--- src/rtl/mem_load_stage.sv ---
// Memory/load pipeline stage: holds an EX result or waits for a data-SRAM response,
// then aligns and extends the loaded lane before handing it to write-back.
module mem_load_stage #(
   parameter int DATA_W = 32,
   parameter int RF_AW  = 5,
   parameter int PC_W   = 32
) (
   input  logic              clk,
   input  logic              rst,
   input  logic              flush,
   input  logic              stall_hold,
   input  logic              in_valid,
   output logic              in_ready,
   input  logic [PC_W-1:0]   in_pc,
   input  logic              in_rf_we,
   input  logic [RF_AW-1:0]  in_rf_waddr,
   input  logic [DATA_W-1:0] in_ex_result,
   input  logic              in_load,
   input  logic [1:0]        in_ld_size,
   input  logic              in_ld_signed,
   input  logic              rdata_valid,
   input  logic [DATA_W-1:0] rdata,
   output logic              out_valid,
   output logic [PC_W-1:0]   out_pc,
   output logic              out_rf_we,
   output logic [RF_AW-1:0]  out_rf_waddr,
   output logic [DATA_W-1:0] out_rf_wdata,
   output logic              out_adel,
   output logic              fwd_we,
   output logic [RF_AW-1:0]  fwd_waddr,
   output logic [DATA_W-1:0] fwd_wdata,
   output logic              fwd_pending,
   output logic              stallreq
);

   localparam int OFF_W = $clog2(DATA_W / 8);

   typedef enum logic [1:0] {
      S_IDLE  = 2'd0,
      S_WAIT  = 2'd1,
      S_DONE  = 2'd2,
      S_DRAIN = 2'd3
   } state_t;

   state_t              state_q, state_d;
   logic [PC_W-1:0]     pc_q, pc_d;
   logic                rf_we_q, rf_we_d;
   logic [RF_AW-1:0]    waddr_q, waddr_d;
   logic [DATA_W-1:0]   wdata_q, wdata_d;
   logic                adel_q, adel_d;
   logic [OFF_W-1:0]    off_q, off_d;
   logic [1:0]          size_q, size_d;
   logic                sgn_q, sgn_d;

   logic                in_ready_s;
   logic                accept_s;
   logic [OFF_W-1:0]    in_off_s;
   logic [OFF_W-1:0]    align_mask_s;
   logic                illegal_s;
   logic [DATA_W-1:0]   shifted_s;
   logic [6:0]          nbits_s;
   logic [DATA_W-1:0]   keep_s;
   logic                msb_s;
   logic [DATA_W-1:0]   ld_data_s;

   // Handshake and legality of the offered entry (dword is never legal on a 32-bit path).
   always_comb begin
      in_ready_s = ~rst & ((state_q == S_IDLE) | ((state_q == S_DONE) & ~stall_hold));
      accept_s   = in_valid & in_ready_s & ~flush;
      in_off_s   = in_ex_result[OFF_W-1:0];
      case (in_ld_size)
         2'd0:    align_mask_s = OFF_W'(3'd0);
         2'd1:    align_mask_s = OFF_W'(3'd1);
         2'd2:    align_mask_s = OFF_W'(3'd3);
         default: align_mask_s = OFF_W'(3'd7);
      endcase
      illegal_s = in_load & (((in_off_s & align_mask_s) != '0) |
                             ((in_ld_size == 2'd3) && (DATA_W == 32)));
   end

   // Lane extraction from the response using the offset/size captured at accept.
   always_comb begin
      shifted_s = rdata >> {off_q, 3'b000};
      nbits_s   = 7'd8 << size_q;
      keep_s    = ~({DATA_W{1'b1}} << nbits_s);
      case (size_q)
         2'd0:    msb_s = shifted_s[7];
         2'd1:    msb_s = shifted_s[15];
         2'd2:    msb_s = shifted_s[31];
         default: msb_s = shifted_s[DATA_W-1];
      endcase
      ld_data_s = (shifted_s & keep_s) | ((sgn_q & msb_s) ? ~keep_s : '0);
   end

   // Next-state and held-field update; flush outranks accept and response.
   always_comb begin
      state_d = state_q;
      pc_d    = pc_q;
      rf_we_d = rf_we_q;
      waddr_d = waddr_q;
      wdata_d = wdata_q;
      adel_d  = adel_q;
      off_d   = off_q;
      size_d  = size_q;
      sgn_d   = sgn_q;
      if (flush) begin
         state_d = ((state_q == S_WAIT) || (state_q == S_DRAIN)) ? S_DRAIN : S_IDLE;
      end else if (accept_s) begin
         state_d = (in_load & ~illegal_s) ? S_WAIT : S_DONE;
         pc_d    = in_pc;
         rf_we_d = in_rf_we & ~illegal_s;
         waddr_d = in_rf_waddr;
         wdata_d = in_load ? '0 : in_ex_result;
         adel_d  = illegal_s;
         off_d   = in_off_s;
         size_d  = in_ld_size;
         sgn_d   = in_ld_signed;
      end else begin
         case (state_q)
            S_WAIT: begin
               if (rdata_valid) begin
                  wdata_d = ld_data_s;
                  state_d = S_DONE;
               end else begin
                  state_d = S_WAIT;
               end
            end
            S_DONE:  state_d = stall_hold ? S_DONE : S_IDLE;
            S_DRAIN: state_d = rdata_valid ? S_IDLE : S_DRAIN;
            default: state_d = S_IDLE;
         endcase
      end
   end

   // State and held-field registers with synchronous reset.
   always_ff @(posedge clk) begin
      if (rst) begin
         state_q <= S_IDLE;
         pc_q    <= '0;
         rf_we_q <= 1'b0;
         waddr_q <= '0;
         wdata_q <= '0;
         adel_q  <= 1'b0;
         off_q   <= '0;
         size_q  <= 2'd0;
         sgn_q   <= 1'b0;
      end else begin
         state_q <= state_d;
         pc_q    <= pc_d;
         rf_we_q <= rf_we_d;
         waddr_q <= waddr_d;
         wdata_q <= wdata_d;
         adel_q  <= adel_d;
         off_q   <= off_d;
         size_q  <= size_d;
         sgn_q   <= sgn_d;
      end
   end

   assign in_ready     = in_ready_s;
   assign out_valid    = (state_q == S_DONE);
   assign out_pc       = pc_q;
   assign out_rf_we    = rf_we_q;
   assign out_rf_waddr = waddr_q;
   assign out_rf_wdata = wdata_q;
   assign out_adel     = adel_q;
   assign fwd_we       = (state_q == S_DONE) & rf_we_q;
   assign fwd_waddr    = waddr_q;
   assign fwd_wdata    = wdata_q;
   assign fwd_pending  = (state_q == S_WAIT);
   assign stallreq     = (state_q == S_WAIT) | (state_q == S_DRAIN);

endmodule

--- config.mk ---
export PLATFORM = sky130hd
export DESIGN_NAME = mem_load_stage
export DESIGN_NICKNAME = d
export VERILOG_FILES = /design/src/rtl/mem_load_stage.sv
export SDC_FILE = /design/constraint.sdc
export NUM_CORES = 1
export LEC_CHECK = 0
export BUFFER_PORTS_ARGS = -buffer_cell sky130_fd_sc_hd__buf_2
export CAP_MARGIN = 20
export CELL_PAD_IN_SITES_DETAIL_PLACEMENT = 1
export CELL_PAD_IN_SITES_GLOBAL_PLACEMENT = 1
export CORE_UTILIZATION = 31
export CTS_CLUSTER_DIAMETER = 40
export DETAILED_ROUTE_END_ITERATION = 10
export PLACE_DENSITY = 0.84
export RECOVER_POWER = 100
export SETUP_SLACK_MARGIN = 0.15
export SYNTH_ARGS = -nofsm -noshare
export SYNTH_HDL_FRONTEND = slang
export SYNTH_SLANG_ARGS = --single-unit
--- constraint.sdc ---
create_clock -name clk -period 2.2 [get_ports clk]
set_input_delay 0.22 -clock clk [delete_from_list [all_inputs] [get_ports clk]]
set_output_delay 0.22 -clock clk [all_outputs]
set_load 0.01 [all_outputs]
Word level (Yosys, flattened, before mapping)
Cells that the tools add are included.

Register bits: 78. Input bits: 112. Output and inout bits: 113. Logic and storage cells: 63.

Equality and inequality tests: 6. Shifts and indexed selects: 3. Muxes and demuxes: 15. Bitwise operators: 21. Reductions and logical operators: 9.

Operators with widths (count): 2-to-1 mux 32 bit (5); NOT 32 bit (2); AND 32 bit (1); OR 32 bit (1); left shift 32 x 7 -> 32 bit (first input constant) (1); >> shifter 32 x 5 -> 32 bit (1); 2-to-1 mux 2 bit (7); AND 1 bit (9); left shift 4 x 2 -> 7 bit (first input constant) (1); == test 2 x 1 -> 1 bit (second input constant) (3); == test 2 bit (second input constant) (3); logical NOT 2 bit (3); one-hot mux 2 bit (3 select lines) (1); nonzero test 2 bit (3); NOT 1 bit (4); one-hot mux 2 bit (2 select lines) (1); OR 1 bit (3); AND reduction 3 bit (1); AND 2 bit (1); one-hot mux 1 bit (2 select lines) (1); AND reduction 2 bit (1); logical OR 1 bit (1).

Logic depth before layout (Yosys ltp)
Word-level depth: 11. Gate-level depth with buffers: 8. Depth with buffers taken out: 4.

Worst setup path before layout
Ideal clock, no wire load.

Kind: register to register. Start: register state_q[0]. End: register wdata_q[29], in the netlist fwd_wdata[29]. Library setup time: 104 ps. Arrival time: 1506 ps. Data required time: 2096 ps. Slack: 591 ps. Stages on the path, launching flop included: 8. Buffers on the path: 3. Period minus slack after synthesis: 1609 ps. Cell sequence: dfxtp_1 buf_2 a211oi_2 and3b_1 buf_4 buf_6 nor3_1 a2111oi_2.

Cells in the longest elaborated chain, start to end: 8. Elaborated cells on any way between the ends: 12. Classes of those cells: eq/ne: 2; mux: 1; bitwise: 5; reduce/logical: 4.

RTL lines: from (decl) (RTL line 45) `state_t state_q, state_d;`; from (signal assigned) (RTL line 148) `state_q <= state_d;`; == test 2 bit (RTL line 68) `in_ready_s = ~rst & ((state_q == S_IDLE) | ((state_q == S_DONE) & ~stall_hold));`; AND 1 bit (RTL line 68); OR 1 bit * (RTL line 68); AND 1 bit * (RTL line 68); via in_ready (RTL line 13) `output logic in_ready,`; AND 1 bit * (2 in a row) (RTL line 69) `accept_s = in_valid & in_ready_s & ~flush;`; nonzero test 2 bit (no line); AND reduction 3 bit (no line); to (signal assigned) (RTL line 152) `wdata_q <= wdata_d;`; to (decl) (RTL line 49) `logic [DATA_W-1:0] wdata_q, wdata_d;`.

Mark *: on every way through the listed nets, which the timed path passes. The rest lies on a longest branch. A chain may end at the register's enable or synchronous reset.

Worst setup path after layout
Start: register off_q[0]. End: register wdata_q[25], in the netlist fwd_wdata[25].

Cells in the longest elaborated chain, start to end: 8. Elaborated cells on any way between the ends: 9. Classes of those cells: shift: 1; mux: 5; bitwise: 3.

RTL lines: from (decl) (RTL line 51) `logic [OFF_W-1:0] off_q, off_d;`; from (signal assigned) (RTL line 144) `off_q <= '0;`; from (signal assigned) (RTL line 154) `off_q <= off_d;`; >> shifter 32 x 5 -> 32 bit * (RTL line 83) `shifted_s = rdata >> {off_q, 3'b000};`; one-hot mux 1 bit (2 select lines) (RTL line 86) `case (size_q)`; AND 1 bit (RTL line 92) `ld_data_s = (shifted_s & keep_s) | ((sgn_q & msb_s) ? ~keep_s : '0);`; 2-to-1 mux 32 bit (RTL line 92); OR 32 bit * (RTL line 92); 2-to-1 mux 32 bit * (RTL line 121) `if (rdata_valid) begin`; 2-to-1 mux 32 bit * (RTL line 119) `case (state_q)`; 2-to-1 mux 32 bit * (RTL line 108) `end else if (accept_s) begin`.

Every way passes the cells marked *; elsewhere a longest branch is shown, timed or not. The select of a mux whose other input is x is not followed.

==> flow_summary.json <==
{
  "ff2ff_setup_slack_ns": 0.26,
  "holdWs_ns": 0.0682,
  "hold_viol_final": 0,
  "cts_tree": "done",
  "syn-instance-count": 497,
  "vias": 4431,
  "cpMaxStageDelayCell": "a311oi_1",
  "dp_cells": 826,
  "portBuffers": 224,
  "cpPeakStageDelay_ns": 0.40,
  "htree_levels": 3,
  "max_freq_ghz": 0.515,
  "fin_nets": 786,
  "clk_latency_ns": 0.33,
  "core-area_mm2": 0.0128,
  "drt-pass1-iter-count": 4,
  "tns_ns": 0,
  "cp_max_fo": 14,
  "die_w_um": 118,
  "routed_wl_um": 15000,
  "drive_gt1_frac": 0.253,
  "ys_types": 40,
  "worst_r2r_path_depth": 6,
  "final-seq-area_mm2": 0.00156,
  "fin_crit_sh": 0.882,
  "async_reset_ff_frac": 0,
  "r2r-end": "fwd_wdata[25]$_SDFFE_PP0P_",
  "cts.sinks": 78,
  "crit_start": "off_q[0]$_SDFFE_PP0P_",
  "min_delay_path_depth": 3,
  "multi_input_area_mm2": 0.00204,
  "path_class": "flop to flop",
  "syn-cell-area_mm2": 0.00415,
  "dieArea_mm2": 0.0139,
  "grt_use_total": 0.214,
  "crit_top_cell": "buf_12",
  "cts_made_buffers": 9,
  "grt_max_degree": 79,
  "drtAntennaViolNets": 0,
  "num_rows": 41,
  "yosysTopAreaCell": "dfxtp_1",
  "startpoint_type": "flop",
  "yosysSeqAreaShare": 0.376,
  "hpwl_um": 11100,
  "path_cells": "nand2b_1 > a311oi_1 > a31oi_4 > buf_12 > buf_12 > a2111oi_1",
  "drt_iter0_markers": 221,
  "stdcell_count": 852,
  "post_synth.cell_area_avg_um2": 8.36,
  "status": "completed",
  "fillers": 1653,
  "viasPerCell": 5.20,
  "antenna_found_initial": 4,
  "synth.top_cell.area_share": 0.376,
  "die_y_um": 118,
  "yosys_warnings": 0,
  "slew_viol_final": 0,
  "crit_arrival_ns": 2.15,
  "remaining_drc_errors": 0,
  "place_congestion": 0.888,
  "overflow": 0,
  "syn_nets": 609,
  "finalSetupViolCount": 0,
  "clk_pin_slew_ns": 0.06,
  "start_util": 0.324,
  "required_ns": 2.41,
  "synthTopCellsByArea": "dfxtp_1, nand2_1, buf_4",
  "cap_violations": 0,
  "postCtsHoldBufs": 0,
  "wl_per_cell_um": 17.6,
  "irDropWorstVdd_mv": 0.442,
  "ios": 225,
  "synth_edf_count": 0,
  "cts_root_buf": "clkbuf_16",
  "crit-reg2reg-launch": "off_q[0]$_SDFFE_PP0P_",
  "leakage_uw": 0.00217,
  "ys.flop_type": "dfxtp_1",
  "critPathCaptureType": "flop",
  "power.density_mw_per_mm2": 654,
  "hold_class": "primary input to flop",
  "critical_path.endpoint": "fwd_wdata[25]$_SDFFE_PP0P_",
  "rsz0062_at_grt": "false",
  "fin_skew_ns": 0.00605,
  "tightest_slew_ns": 0.809,
  "ys_ff_latch": 78,
  "grt_pass1_wl_um": 23500,
  "grt_pass1_vias": 4428,
  "area_delta_synth_final_pct": 28.1,
  "slew_headroom": 0.460,
  "layout_min_cycle_time_ns": 1.94,
  "clockBufferDepth": 2
}
## through the flow
stage / total power [uW] / worst slack (ns) / util / instance area, um2
after CTS: 3570 / 0.209 / 0.421 / 5400
final: 3480 / 0.259 / 0.415 / 5320
after floorplan: 1900 / 0.591 / - / 4150
after global placement: 2130 / 0.354 / 0.400 / 5130
after detailed placement: 2150 / 0.231 / 0.400 / 5130
after global routing: 3640 / 0.105 / 0.414 / 5320
## where the power goes
part | switching (uW) | total, uW | internal [uW] | leakage, uW
registers | 55.4 | 1540 | 1490 | 0.000637
logic | 319 | 551 | 231 | 0.00139
clock network | 543 | 1380 | 842 | 0.000138
total | 918 | 3480 | 2560 | 0.00217
## how the worst min path moves through the flow
stage / start / endpoint / slack [ns]
CTS: in_pc[14] / out_pc[14]$_SDFFE_PP0P_ / 0.05
floorplan: in_rf_waddr[0] / fwd_waddr[0]$_SDFFE_PP0P_ / 0.32
global placement: in_pc[9] / out_pc[9]$_SDFFE_PP0P_ / 0.40
global route: in_pc[27] / out_pc[27]$_SDFFE_PP0P_ / 0.05
finish: in_pc[14] / out_pc[14]$_SDFFE_PP0P_ / 0.07
detailed placement: in_pc[10] / out_pc[10]$_SDFFE_PP0P_ / 0.41
## synthesized netlist by cell type (all sizes together) (2+ instances only)
cell type  count
nor4           8
nor3          27
nand3b        40
mux2           7
nor2b          7
nand2        111
clkbuf        21
inv            3
buf           61
dfxtp         78
nand3         17
o2bb2ai        7
a211oi         2
a21oi         39
o211ai         7
a2111oi       16
mux2i         17
a31oi         10
nand2b         3
nor2           3
## worst max-delay path: cells and delay by family, from the launching register on
family,cells,cell delay (ns)
AND/OR/NAND/NOR,1,0.21
AO/OA/AOI/OAI,3,0.90
flip-flops,1,0.39
buffers and inverters,2,0.31
## flip-flops by register name, summed over array words and instances, names as in the netlist
name and flops:
sgn_q 1, out_pc 32, state_q 2, out_rf_we 1
fwd_waddr 5, fwd_wdata 32, size_q 2, out_adel 1
off_q 2
## cell usage in the layout, fill, tap and decap left out, types with 2 or more instances in the layout
master,n
mux2_2,6
a2111oi_0,8
dfxtp_1,78
mux2i_1,17
nand2b_1,3
o211ai_1,7
nor2_1,3
o2bb2ai_1,7
nand2_1,111
diode_2,3
inv_1,3
clkbuf_2,2
buf_12,4
nor4_1,8
buf_2,113
a2111oi_2,7
a21oi_1,39
nand3_1,17
clkbuf_1,112
nor3_1,27
clkbuf_8,3
buf_4,18
nor2b_1,7
nand3b_1,40
a31oi_1,9
clkbuf_16,9
## timing repair
item / 4_1_cts / 5_1_grt
setup endpoints to repair: 0 / 5
buffers inserted: 0 / 9
gates resized for setup: 0 / 1
## area by class of cell
type | instances | share of cell area
multi-input combinational | 334 | 0.384
timing repair buffer | 248 | 0.227
inverter | 3 | 0.00212
clock inverter | 1 | 0.000941
clock buffer | 13 | 0.0508
sequential | 78 | 0.294
antenna | 3 | 0.00141
tap | 172 | 0.0405
## logic make-up (layout without fill, tap and decap cells)
kind of cell           count (synthesis)  after routing  share of synthesized area
AO/OA/AOI/OAI                         87             87                      0.165
XOR/XNOR                               1              1                    0.00211
buffers and inverters                 85            265                      0.125
flip-flops                            78             78                      0.376
multiplexers                          25             25                     0.0654
other                                  0              3                          0
AND/OR/NAND/NOR                      221            221                      0.266
## metal layers
layer  GRT usage  share of wire  vias to the layer above
met5           0        0.00080                        -
met4      0.0954          0.031                        2
met3      0.0804          0.087                       31
met2       0.370           0.50                      220
met1       0.232           0.38                     2109
li1            -              -                     2069
Power figures use the tool's default switching activity.
